$ cat src/rtl/mem_port_arbiter_if.sv
// Bus bundle between the IF/DM requesters, the arbiter and the single-port RAM.
interface mem_port_arbiter_if #(
  parameter int unsigned DATA_WIDTH = 32,
  parameter int unsigned ADDR_WIDTH = 7
);
  // Instruction-fetch port
  logic                  if_req;
  logic [ADDR_WIDTH-1:0] if_addr;
  logic                  if_grant;
  logic                  if_done;
  logic [DATA_WIDTH-1:0] if_rdata;
  logic                  if_stall;
  // Data-memory port
  logic                  dm_req;
  logic                  dm_we;
  logic [ADDR_WIDTH-1:0] dm_addr;
  logic [DATA_WIDTH-1:0] dm_wdata;
  logic                  dm_grant;
  logic                  dm_done;
  logic [DATA_WIDTH-1:0] dm_rdata;
  logic                  dm_stall;
  // RAM side
  logic [ADDR_WIDTH-1:0] ram_addr;
  logic                  ram_we;
  logic                  ram_rden;
  logic [DATA_WIDTH-1:0] ram_wdata;
  logic [DATA_WIDTH-1:0] ram_rdata;

  // Environment side: requesters plus the RAM read-data return
  modport master (
    output if_req, if_addr, dm_req, dm_we, dm_addr, dm_wdata, ram_rdata,
    input  if_grant, if_done, if_rdata, if_stall,
           dm_grant, dm_done, dm_rdata, dm_stall,
           ram_addr, ram_we, ram_rden, ram_wdata
  );

  // Arbiter side
  modport slave (
    input  if_req, if_addr, dm_req, dm_we, dm_addr, dm_wdata, ram_rdata,
    output if_grant, if_done, if_rdata, if_stall,
           dm_grant, dm_done, dm_rdata, dm_stall,
           ram_addr, ram_we, ram_rden, ram_wdata
  );
endinterface

$ cat src/rtl/mem_port_arbiter.sv
// Shares one single-port synchronous RAM between instruction fetch (IF) and
// the data-memory stage (DM): one access in flight, DM-first priority with an
// IF anti-starvation override, per-port done/rdata and stall generation.
module mem_port_arbiter #(
  parameter int unsigned DATA_WIDTH   = 32,
  parameter int unsigned ADDR_WIDTH   = 7,
  parameter int unsigned RAM_LATENCY  = 2,
  parameter int unsigned STARVE_LIMIT = 4
) (
  input  logic              clk,
  input  logic              rst,
  mem_port_arbiter_if.slave bus
);

  localparam int unsigned CNT_W = (RAM_LATENCY > 1) ? $clog2(RAM_LATENCY) : 1;
  localparam int unsigned STV_W = $clog2(STARVE_LIMIT + 1);

  typedef enum logic {IDLE, BUSY} state_e;

  state_e                state_q;
  logic                  owner_dm_q;
  logic                  we_q;
  logic [CNT_W-1:0]      cnt_q;
  logic [STV_W-1:0]      starve_q;
  logic [ADDR_WIDTH-1:0] ram_addr_q;
  logic [DATA_WIDTH-1:0] ram_wdata_q;
  logic [DATA_WIDTH-1:0] if_rdata_q;
  logic [DATA_WIDTH-1:0] dm_rdata_q;

  logic idle_c;
  logic starved_c;
  logic done_c;

  // Arbitration: grants only while idle; DM first unless IF has waited too long
  assign idle_c        = rst && (state_q == IDLE);
  assign starved_c     = (starve_q == STV_W'(STARVE_LIMIT));
  assign bus.if_grant  = idle_c && bus.if_req && (!bus.dm_req || starved_c);
  assign bus.dm_grant  = idle_c && bus.dm_req && !(bus.if_req && starved_c);

  // RAM command follows the winner in the grant cycle, otherwise holds
  assign bus.ram_we    = bus.dm_grant && bus.dm_we;
  assign bus.ram_rden  = bus.if_grant || (bus.dm_grant && !bus.dm_we);
  assign bus.ram_addr  = bus.if_grant ? bus.if_addr :
                         bus.dm_grant ? bus.dm_addr : ram_addr_q;
  assign bus.ram_wdata = bus.dm_grant ? bus.dm_wdata : ram_wdata_q;

  // Completion: last BUSY cycle of the in-flight access
  assign done_c        = rst && (state_q == BUSY) && (cnt_q == '0);
  assign bus.if_done   = done_c && !owner_dm_q;
  assign bus.dm_done   = done_c && owner_dm_q;
  assign bus.if_stall  = rst && bus.if_req && !bus.if_done;
  assign bus.dm_stall  = rst && bus.dm_req && !bus.dm_done;

  // Read data passes straight through in the done cycle, then is held
  assign bus.if_rdata  = bus.if_done ? bus.ram_rdata : if_rdata_q;
  assign bus.dm_rdata  = (bus.dm_done && !we_q) ? bus.ram_rdata : dm_rdata_q;

  // FSM, latency counter, starvation counter and held read data
  always_ff @(posedge clk or negedge rst) begin
    if (!rst) begin
      state_q     <= IDLE;
      owner_dm_q  <= 1'b0;
      we_q        <= 1'b0;
      cnt_q       <= '0;
      starve_q    <= '0;
      ram_addr_q  <= '0;
      ram_wdata_q <= '0;
      if_rdata_q  <= '0;
      dm_rdata_q  <= '0;
    end else begin
      case (state_q)
        IDLE: begin
          if (bus.if_grant || bus.dm_grant) begin
            state_q    <= BUSY;
            owner_dm_q <= bus.dm_grant;
            we_q       <= bus.ram_we;
            cnt_q      <= bus.ram_we ? '0 : CNT_W'(RAM_LATENCY - 1);
          end
        end
        BUSY: begin
          if (cnt_q == '0) begin
            state_q <= IDLE;
          end else begin
            cnt_q <= cnt_q - CNT_W'(1);
          end
        end
        default: state_q <= IDLE;
      endcase

      if (bus.if_grant || bus.dm_grant) begin
        ram_addr_q <= bus.ram_addr;
      end
      if (bus.dm_grant) begin
        ram_wdata_q <= bus.dm_wdata;
      end

      if (bus.if_grant) begin
        starve_q <= '0;
      end else if (bus.dm_grant) begin
        if (!bus.if_req) begin
          starve_q <= '0;
        end else if (!starved_c) begin
          starve_q <= starve_q + STV_W'(1);
        end
      end

      if (bus.if_done) begin
        if_rdata_q <= bus.ram_rdata;
      end
      if (bus.dm_done && !we_q) begin
        dm_rdata_q <= bus.ram_rdata;
      end
    end
  end

endmodule

$ cat src/flat_wrapper.sv
// flat-port wrapper written by rule: the top's interface ports become plain ports
module mem_port_arbiter_flat 
#(
  parameter int unsigned DATA_WIDTH   = 32,
  parameter int unsigned ADDR_WIDTH   = 7,
  parameter int unsigned RAM_LATENCY  = 2,
  parameter int unsigned STARVE_LIMIT = 4
)
  (clk, rst, bus_if_req, bus_if_addr, bus_dm_req, bus_dm_we, bus_dm_addr, bus_dm_wdata, bus_ram_rdata, bus_if_grant, bus_if_done, bus_if_rdata, bus_if_stall, bus_dm_grant, bus_dm_done, bus_dm_rdata, bus_dm_stall, bus_ram_addr, bus_ram_we, bus_ram_rden, bus_ram_wdata);
  mem_port_arbiter_if #(.DATA_WIDTH(DATA_WIDTH), .ADDR_WIDTH(ADDR_WIDTH)) bus_i ();
  input  logic clk;
  input  logic rst;
  input wire logic [$bits(bus_i.if_req)-1:0] bus_if_req;
  input wire logic [$bits(bus_i.if_addr)-1:0] bus_if_addr;
  input wire logic [$bits(bus_i.dm_req)-1:0] bus_dm_req;
  input wire logic [$bits(bus_i.dm_we)-1:0] bus_dm_we;
  input wire logic [$bits(bus_i.dm_addr)-1:0] bus_dm_addr;
  input wire logic [$bits(bus_i.dm_wdata)-1:0] bus_dm_wdata;
  input wire logic [$bits(bus_i.ram_rdata)-1:0] bus_ram_rdata;
  output wire logic [$bits(bus_i.if_grant)-1:0] bus_if_grant;
  output wire logic [$bits(bus_i.if_done)-1:0] bus_if_done;
  output wire logic [$bits(bus_i.if_rdata)-1:0] bus_if_rdata;
  output wire logic [$bits(bus_i.if_stall)-1:0] bus_if_stall;
  output wire logic [$bits(bus_i.dm_grant)-1:0] bus_dm_grant;
  output wire logic [$bits(bus_i.dm_done)-1:0] bus_dm_done;
  output wire logic [$bits(bus_i.dm_rdata)-1:0] bus_dm_rdata;
  output wire logic [$bits(bus_i.dm_stall)-1:0] bus_dm_stall;
  output wire logic [$bits(bus_i.ram_addr)-1:0] bus_ram_addr;
  output wire logic [$bits(bus_i.ram_we)-1:0] bus_ram_we;
  output wire logic [$bits(bus_i.ram_rden)-1:0] bus_ram_rden;
  output wire logic [$bits(bus_i.ram_wdata)-1:0] bus_ram_wdata;
  assign bus_i.if_req = bus_if_req;
  assign bus_i.if_addr = bus_if_addr;
  assign bus_i.dm_req = bus_dm_req;
  assign bus_i.dm_we = bus_dm_we;
  assign bus_i.dm_addr = bus_dm_addr;
  assign bus_i.dm_wdata = bus_dm_wdata;
  assign bus_i.ram_rdata = bus_ram_rdata;
  assign bus_if_grant = bus_i.if_grant;
  assign bus_if_done = bus_i.if_done;
  assign bus_if_rdata = bus_i.if_rdata;
  assign bus_if_stall = bus_i.if_stall;
  assign bus_dm_grant = bus_i.dm_grant;
  assign bus_dm_done = bus_i.dm_done;
  assign bus_dm_rdata = bus_i.dm_rdata;
  assign bus_dm_stall = bus_i.dm_stall;
  assign bus_ram_addr = bus_i.ram_addr;
  assign bus_ram_we = bus_i.ram_we;
  assign bus_ram_rden = bus_i.ram_rden;
  assign bus_ram_wdata = bus_i.ram_wdata;
  mem_port_arbiter #(.DATA_WIDTH(DATA_WIDTH), .ADDR_WIDTH(ADDR_WIDTH), .RAM_LATENCY(RAM_LATENCY), .STARVE_LIMIT(STARVE_LIMIT)) u_core (.clk(clk), .rst(rst), .bus(bus_i));
endmodule
$ cat config.mk
export PLATFORM = sky130hd
export DESIGN_NAME = mem_port_arbiter_flat
export DESIGN_NICKNAME = d
export VERILOG_FILES = /design/src/rtl/mem_port_arbiter_if.sv /design/src/rtl/mem_port_arbiter.sv /design/src/flat_wrapper.sv
export SDC_FILE = /design/constraint.sdc
export NUM_CORES = 1
export LEC_CHECK = 0
export CORE_UTILIZATION = 38
export CTS_CLUSTER_DIAMETER = 120
export DETAILED_ROUTE_END_ITERATION = 8
export GPL_ROUTABILITY_DRIVEN = 0
export GPL_TIMING_DRIVEN = 0
export PLACE_DENSITY = 0.77
export SYNTH_ARGS = -nofsm -noshare
export SYNTH_HDL_FRONTEND = slang
export SYNTH_SLANG_ARGS = --single-unit
$ cat constraint.sdc
create_clock -name clk -period 1.6 [get_ports clk]
set_input_delay 0.32 -clock clk [delete_from_list [all_inputs] [get_ports clk]]
set_output_delay 0.32 -clock clk [all_outputs]
set_load 0.02 [all_outputs]
# [Word-level counts from Yosys, hierarchy flattened]
# Cells that the tools add are included.
[classes] n_addsub=2 eq_ne=3 mux=16 bitwise=2 n_reduce_logical=30
[op_table] operator="32-bit two-way mux" n=3
[op_table] operator="1-bit logical AND" n=17
[op_table] operator="7-bit two-way mux" n=2
[op_table] operator="3-bit two-way mux" n=4
[op_table] operator="1-bit zero test" n=7
[op_table] operator="1-bit two-way mux" n=5
[op_table] operator="1-bit one-hot mux with 2 select lines" n=2
[op_table] operator="2-bit AND reduction" n=2
[op_table] operator="3-bit by 1-bit adder with 3-bit output, second input constant" n=1
[op_table] operator="3-bit equality test, second input constant" n=1
[op_table] operator="1-bit logical OR" n=3
[op_table] operator="3-bit by 2-bit != test with 1-bit output, second input constant" n=1
[op_table] operator="2-bit != test, second input constant" n=1
[op_table] operator="1-bit NOT" n=2
[op_table] operator="2-bit nonzero test" n=1
[op_table] operator="1-bit subtractor, second input constant" n=1
[totals] ff_bits=110 input_bits=83 output_inout_bits=111 wordCells=62

# [Logic depth before layout (Yosys ltp)]
# Gate-level depths: netlist of the first run.
[depth] ltp_word=8 depth_mapped=7 mapped_depth_nobuf=6

# [Least setup slack after synthesis of the first run]
# Ideal clock, no wire load.
[synth_timing] path_kind="reg2out" from="reg u_core.starve_q[0]" to="out bus_ram_addr[0]" t_arrival_ns=1.579 t_required_ns=1.280 path_slack_ns=-0.299 stages_incl_launch_ff=7 n_path_buf=1 path_cell_list="dfrtp_1 -> inv_1 -> ha_1 -> nand2_1 -> a211oi_1 -> buf_2 -> a221o_1"
[synth_via] elab_cells_between_ends=8 cone_classes="eq/ne: 1; mux: 2; reduce/logical: 5"
[synth_rtl] element="start: declaration" line_no="mem_port_arbiter.sv:24" source="logic [STV_W-1:0] starve_q;"
[synth_rtl] element="start signal: assignment" line_no="mem_port_arbiter.sv:103" source="starve_q <= starve_q + STV_W'(1);"
[synth_rtl] element="3-bit equality test" line_no="mem_port_arbiter.sv:36" source="assign starved_c = (starve_q == STV_W'(STARVE_LIMIT));"
[synth_rtl] element="1-bit logical OR" line_no="mem_port_arbiter.sv:37" source="assign bus.if_grant = idle_c && bus.if_req && (!bus.dm_req || starved_c);"
[synth_rtl] element="1-bit logical AND" line_no="mem_port_arbiter.sv:37"
[synth_rtl] element="via bus_if_grant" line_no="flat_wrapper.sv:20" source="output wire logic [$bits(bus_i.if_grant)-1:0] bus_if_grant;"
[synth_rtl] element="7-bit two-way mux" line_no="mem_port_arbiter.sv:43" source="assign bus.ram_addr = bus.if_grant ? bus.if_addr :"
[synth_rtl] element="end: declaration" line_no="flat_wrapper.sv:28" source="output wire logic [$bits(bus_i.ram_addr)-1:0] bus_ram_addr;"
# The timed path passes the listed nets, and every way through them passes these cells.

# [Worst setup path in the final report of the first run]
[layout_timing] from="reg u_core.cnt_q" to="out bus_dm_rdata[7]"
[layout_via] elab_chain_len=5
[layout_rtl] element="start: declaration" line_no="mem_port_arbiter.sv:23" source="logic [CNT_W-1:0] cnt_q;"
[layout_rtl] element="start signal: assignment" line_no="mem_port_arbiter.sv:77" source="cnt_q <= bus.ram_we ? '0 : CNT_W'(RAM_LATENCY - 1);"
[layout_rtl] element="start signal: assignment" line_no="mem_port_arbiter.sv:84" source="cnt_q <= cnt_q - CNT_W'(1);"
[layout_rtl] element="1-bit NOT" line_no="mem_port_arbiter.sv:48" source="assign done_c = rst && (state_q == BUSY) && (cnt_q == '0);"
[layout_rtl] element="1-bit logical AND" line_no="mem_port_arbiter.sv:48"
[layout_rtl] element="1-bit logical AND" line_no="mem_port_arbiter.sv:50" source="assign bus.dm_done = done_c && owner_dm_q;"
[layout_rtl] element="1-bit logical AND" line_no="mem_port_arbiter.sv:56" source="assign bus.dm_rdata = (bus.dm_done && !we_q) ? bus.ram_rdata : dm_rdata_q;"
[layout_rtl] element="32-bit two-way mux" line_no="mem_port_arbiter.sv:56"
[layout_rtl] element="end: declaration" line_no="flat_wrapper.sv:26" source="output wire logic [$bits(bus_i.dm_rdata)-1:0] bus_dm_rdata;"
# Every way passes these cells.

==> metrics.txt, run 1 <==
via count 3589; RSZ-0062 raised after global routing true; clk sink count 110; DP Wirelength 7890 µm; delay-heaviest family, CP buffers and inverters; worst setup margin -0.763 ns; largest net degree at the start of global routing 32; clk_lat worst skew 0.35 ns; vias in the first global route 3639; Synth Flop Type dfrtp_1; Placed Instance Area 0.00690 mm²; ant diodes 0; Mapped Avg Cell Area 15.3 µm²; critical path data arrival time 2.04 ns; synth cell count leaders dfrtp_1 (110), mux2_2 (53), mux2_1 (43); CP Launch Point u_core.cnt_q; CP startpoint kind register; Finished Layout Cells 725; initial DRC count 102; Worst-Margin Slew 0.345 ns; max_cap viols 0; IO Count 194; endpoints failing setup 176; Die Footprint 0.0120 mm²; register share of total power 28.1%; mapped cell area 0.00440 mm²; ys async rst share 100%; layout cells sized above 1 58.6%; VDD IR max 0.00137 V; worst path cell trace nand4b_1 -> nor2_4 -> buf_12 -> buf_8 -> clkbuf_16 -> mux2_4 -> buf_6; Power Internal 10.4 mW; DIE WIDTH 110 µm; Yosys cell types 34; placed insts 621; Hold Vio Cnt, Final 0; Gate power share 55.0%; Final min period 2.36 ns; Synth Warn # 0; cell taking the most area after synthesis dfrtp_1; Initial Util 39.7%; post-synth top area share 62.6%; CP max stage cell dfrtp_1; CTS tree done; largest cells by area after synthesis dfrtp_1 (63%), mux2_2 (14%), mux2_1 (11%); Hold WS 0.0185 ns; CP Class register to output port; CP endpoint kind output port; synthesized instance count 287; switching part of the total power 32.5%; Max Clock Skew 0.00954 ns; WP buf/inv 4; CTS Root Buffer Type clkbuf_16; Slew Limit Headroom 76.8%; design area 0.00870 mm²; first-pass detailed-route iteration total 4; Peak Freq 0.423 GHz; biggest cell delay along the critical path 0.39 ns; flop and latch count out of synthesis 110; row count 38; failing checks setup timing; crit share post-route 148%; Hold Crit Class input port to async pin; Pins Over Slew Limit 0; CP Max Fanout 6; port bufs 193; H-tree depth 3; Worst R2R Path Depth 7; CTS Buffer Depth 2; FILL cells 640; EDFF count, synth 0; WL final 14200 µm; Sw Pwr 5.00 mW; Antenna Nets Post-Route 0; Crit Reg-Reg Startpoint u_core.cnt_q; worst r2r dst u_core.dm_rdata_q[7]; Seq/Total Area, Yosys 62.6%; r2r setup slk -0.18 ns; Layout area overhead 97.8%; status complete, but fails checks; P_leak 4.15 nW; Critical Path RT 1.28 ns; Overflow after GRT 0; Total GRT Usage 21.3%; routed vias/inst 4.95; Mapped Nets 372; first-pass GRT wire length 19000 µm; top-count cell post-synth dfrtp_1; CTS Buf Count 9; Die H 110 µm; Remaining DRCs 0; antenna violations before repair 0; part of the power in the clock network 16.9%; pwr/cell area 1770 mW/mm²; wire per inst 19.6 µm; core area 0.0111 mm²; Layout Nets 665; Clock transition at path regs 0.07 ns
-- cells by family after synthesis --
group | after synthesis | share of synthesized area [%]
DFF | 110 | 62.6
buffers and inverters | 22 | 2.70
AOI/OAI and AO/OA | 32 | 5.92
and+or+nand+nor | 25 | 3.61
muxes | 96 | 24.6
adders and majority gates | 2 | 0.569
-- worst reg2reg max path, stage by stage, from the launching register on --
cell       delay, ns
dfrtp_1         0.39
nand4b_1        0.28
nor2_4          0.16
buf_12          0.15
buf_8           0.12
clkbuf_16       0.15
mux2_4          0.31
buf_6           0.12
-- layer usage --
layer | up-vias | track usage (%) | share of wire [%]
li1 | 1620 | - | -
met1 | 1808 | 25.6 | 40
met2 | 137 | 36.1 | 51
met3 | 24 | 5.99 | 6.5
met4 | 0 | 8.57 | 1.7
met5 | - | 0 | 0
-- state kept, by name (all words and copies together) (netlist names) --
signal              flops
u_core.cnt_q            1
u_core.dm_rdata_q      32
u_core.if_rdata_q      32
u_core.owner_dm_q       1
u_core.starve_q         3
u_core.we_q             1
u_core.ram_wdata_q     32
u_core.state_q          1
u_core.ram_addr_q       7
-- metrics by stage --
stage | TNS, ns | setup WS (ns) | util (%) | power (mW)
finish | -75.59 | -0.763 | 78.5 | 15.4
global route | -84.73 | -0.811 | 78.5 | 16.0
CTS | -70.07 | -0.760 | 70.7 | 13.8
detailed placement | -265.58 | -1.70 | 62.3 | 11.0
global placement | -1520.63 | -5.65 | 62.1 | 10.9
floorplan | -8.77 | -0.152 | - | 8.04
-- repair_timing --
item / CTS / global route
hold buffers: 5 / 0
gates cloned: 3 / 7
endpoints found under the hold margin: 54 / 0
setup buffers: 38 / 43
pin swaps: 10 / 15
gates resized for setup: 577 / 197
setup endpoints to repair: 221 / 162
-- worst max path at each step --
stage	to	slack (ns)	cells after the start
2_1_floorplan	bus_dm_rdata[10]	-0.15	4
3_3_place_gp	bus_dm_rdata[2]	-5.65	6
3_5_place_dp	bus_if_rdata[16]	-1.70	7
4_1_cts	bus_dm_rdata[14]	-0.76	5
5_1_grt	bus_dm_rdata[1]	-0.81	7
6_report	bus_dm_rdata[7]	-0.76	7
-- cell usage in the layout (no fill, tap or decap), types with 2 or more instances in the layout --
cell type and n:
nand2_1 5, o21ai_0 3, clkbuf_16 16, buf_16 2, buf_8 2, buf_4 34
clkbuf_1 3, a221o_1 14, dfrtp_2 2, inv_2 3, nand4_1 2, clkbuf_2 3
buf_12 18, clkdlybuf4s50_1 79, clkbuf_8 2, a21oi_1 3, nand2_4 2, a21boi_1 6
dfrtp_1 108, inv_1 4, bufbuf_16 2, dlygate4sd2_1 2, mux2_4 96, buf_6 145
bufinv_16 3
-- cell type report --
class	instances	area (µm²)	share of cell area, %
timing repair buffer	285	3240	37.3
inverter	8	37.5	0.432
clock inverter	3	90.1	1.04
clock buffer	13	260	2.99
sequential	110	2760	31.7
tap	140	175	2.01
multi-input combinational	155	1970	22.6
buffer	11	166	1.91
-- power by group through the flow --
stage	clock network (mW)	logic [mW]	registers [mW]
final	2.60	8.46	4.32
after global routing	2.78	8.85	4.39
after CTS	2.65	6.89	4.28
after detailed placement	0	6.70	4.33
after global placement	0	6.61	4.28
after floorplan	0	3.84	4.20
Power figures use the tool's default switching activity.
==> run 2: changes to the inputs <==
--- a/config.mk
+++ b/config.mk
@@ -5,6 +5,7 @@
 export SDC_FILE = /design/constraint.sdc
 export NUM_CORES = 1
 export LEC_CHECK = 0
+export CORE_ASPECT_RATIO = 0.75
 export CORE_UTILIZATION = 38
 export CTS_CLUSTER_DIAMETER = 120
 export DETAILED_ROUTE_END_ITERATION = 8
==> metrics.txt, run 2 (same netlist as run 1, synthesis figures left out) <==
status complete, but fails checks (unchanged); failing checks setup timing (unchanged); Die Footprint 0.0120 mm² (about the same); Layout area overhead 98.8% (was 97.8%); antenna violations before repair 0 (unchanged); commonest non-fill, non-tap cell in the layout buf_6 (unchanged); Max Clock Skew 0.00784 ns (was 0.00954 ns); max_cap viols 0 (unchanged); Initial Util 39.6% (was 39.7%); CTS tree done (unchanged); Worst-Margin Slew 0.985 ns (was 0.345 ns); Gate power share 57.5% (was 55.0%); CP Max Fanout 5 (was 6); Pins Over Slew Limit 0 (unchanged); commonest non-fill, non-tap cells in the layout buf_6 (158), dfrtp_1 (109), mux2_4 (94), clkdlybuf4s50_1 (79), buf_4 (30) (was buf_6 (145), dfrtp_1 (108), mux2_4 (96), clkdlybuf4s50_1 (79), buf_4 (34)); placed insts 621 (unchanged); first-pass GRT wire length 19400 µm (was 19000 µm); Finished Layout Cells 733 (was 725); port bufs 193 (unchanged); wire per inst 19.3 µm (was 19.6 µm); Overflow after GRT 0 (unchanged); largest net degree at the start of global routing 33 (was 32); Critical Path RT 1.28 ns (about the same); worst path cell trace nand4b_1 -> nor2_4 -> buf_6 -> buf_6 -> buf_12 -> mux2_4 -> buf_6 (was nand4b_1 -> nor2_4 -> buf_12 -> buf_8 -> clkbuf_16 -> mux2_4 -> buf_6); clk_lat worst skew 0.34 ns (was 0.35 ns); switching part of the total power 33.7% (was 32.5%); ant diodes 0 (unchanged); RSZ-0062 raised after global routing true (unchanged); TNS Setup -73.03 ns (was -75.59 ns); CTS Buffer Depth 2 (unchanged); DIE WIDTH 126 µm (was 110 µm); WP buf/inv 4 (unchanged); Slew Limit Headroom 34.3% (was 76.8%); layout cells sized above 1 60.5% (was 58.6%); part of the power in the clock network 14.1% (was 16.9%); CTS Buf Count 9 (unchanged); Hold WS 0.0215 ns (was 0.0185 ns); crit share post-route 147% (was 148%); clk sink count 110 (unchanged); worst setup margin -0.749 ns (was -0.763 ns); endpoints failing setup 162 (was 176); Peak Freq 0.426 GHz (was 0.423 GHz); row count 33 (was 38); Final min period 2.35 ns (was 2.36 ns); Sw Pwr 5.11 mW (was 5.00 mW); Hold Vio Cnt, Final 0 (unchanged); biggest cell delay along the critical path 0.41 ns (was 0.39 ns); via count 3604 (was 3589); Remaining DRCs 0 (unchanged); Power Internal 10.1 mW (was 10.4 mW); critical path data arrival time 2.03 ns (was 2.04 ns); DP Wirelength 7870 µm (was 7890 µm); VDD IR max 0.00113 V (was 0.00137 V); CP endpoint kind output port (unchanged); Hold Crit Class input port to async pin (unchanged); PnR Total Power 15.2 mW (was 15.4 mW); Layout Nets 673 (was 665); IO Count 194 (unchanged); most frequent CP cell buf_6; CTS Root Buffer Type clkbuf_16 (unchanged); delay-heaviest family, CP simple AND/OR/NAND/NOR gates (was buffers and inverters); initial DRC count 144 (was 102); FILL cells 656 (was 640); Regs by FF count u_core.dm_rdata_q (32), u_core.if_rdata_q (32), u_core.ram_wdata_q (32) (unchanged); vias in the first global route 3645 (was 3639); Clock transition at path regs 0.07 ns (about the same); first-pass detailed-route iteration total 4 (unchanged); pwr/cell area 1740 mW/mm² (was 1770 mW/mm²); H-tree depth 3 (unchanged); register share of total power 28.4% (was 28.1%); CP Class register to output port (unchanged); P_leak 4.15 nW (about the same); Total GRT Usage 21.1% (was 21.3%); CP startpoint kind register (unchanged); area of the multi-input gates 0.00202 mm² (was 0.00197 mm²); Antenna Nets Post-Route 0 (unchanged); CP max stage cell dfrtp_1 (unchanged); Die H 95.2 µm (was 110 µm); WL final 14100 µm (was 14200 µm); Storage cell area 0.00275 mm² (was 0.00276 mm²); routed vias/inst 4.92 (was 4.95); utilization after layout 78.7% (was 78.5%); core area 0.0111 mm² (about the same)
## run 2: cell count changes in the layout (fill, tap and decap cells not counted), moves of 3 or more
cell	change
buf_4	-4
buf_6	+13
a21boi_2	+4
bufinv_16	-3
a21boi_1	-3
buf_2	+4
clkbuf_16	-4
## run 2: cell type report
cell class	count	share of cell area, %
Multi-Input combinational cell	156	23.1
Clock buffer	11	2.78
Sequential cell	110	31.5
Inverter	8	0.429
Tap cell	140	2.00
Timing Repair Buffer	294	38.0
Clock inverter	5	0.487
Buffer	9	1.63
## run 2: power by group through the flow
| stage | logic [mW] | clock network [mW] | registers (mW) |
|---|---|---|---|
| after floorplan | 3.84 | 0 | 4.20 |
| after global placement | 6.61 | 0 | 4.27 |
| after detailed placement | 6.72 | 0 | 4.32 |
| after CTS | 7.62 | 2.18 | 4.26 |
| after global routing | 9.12 | 2.30 | 4.40 |
| final | 8.72 | 2.15 | 4.30 |
## run 2: timing repair
action,CTS,global route
cloned,7,4
buffers inserted,48,51
gates resized for setup,695,108
setup endpoints to repair,221,192
endpoints found under the hold margin,62,0
hold buffers,4,0
pin swaps,11,14
## run 2: worst register-to-register path, delay by kind of cell, from the launching register on
family / cells / cell delay, ns
buffers and inverters: 5 / 0.59
muxes: 1 / 0.32
DFF: 1 / 0.41
and+or+nand+nor: 2 / 0.49
## run 2: metal layers
| layer | share of wire [%] | vias up | global-route usage [%] | wire length (µm) |
|---|---|---|---|---|
| li1 | - | 1641 | - | - |
| met2 | 50 | 127 | 36.1 | 7060 |
| met3 | 5.0 | 14 | 4.43 | 709 |
| met1 | 44 | 1822 | 27.5 | 6240 |
| met5 | 0 | - | 0 | 0 |
| met4 | 0.83 | 0 | 5.32 | 117 |
## run 2: path summary, 6_finish.rpt
check	cells past startpoint	slack, ns	start	end
setup / recovery	7	-0.75	u_core.cnt_q	bus_dm_rdata[13]
min in group clk	1	0.50	u_core.dm_rdata_q[22]	u_core.dm_rdata_q[22]
setup reg to reg	8	-0.30	u_core.cnt_q	u_core.dm_rdata_q[13]
max in group asynchronous	3	0.47	rst	u_core.state_q
hold / removal	3	0.02	rst	u_core.if_rdata_q[13]
hold reg to reg	1	0.50	u_core.dm_rdata_q[22]	u_core.dm_rdata_q[22]
## run 2: per-stage QoR
step / cell area [µm²] / setup WS [ns]
floorplan: 4770 / -0.152
global placement: 6880 / -5.61
detailed placement: 6900 / -1.78
CTS: 8090 / -0.737
global route: 8740 / -0.812
finish: 8740 / -0.749
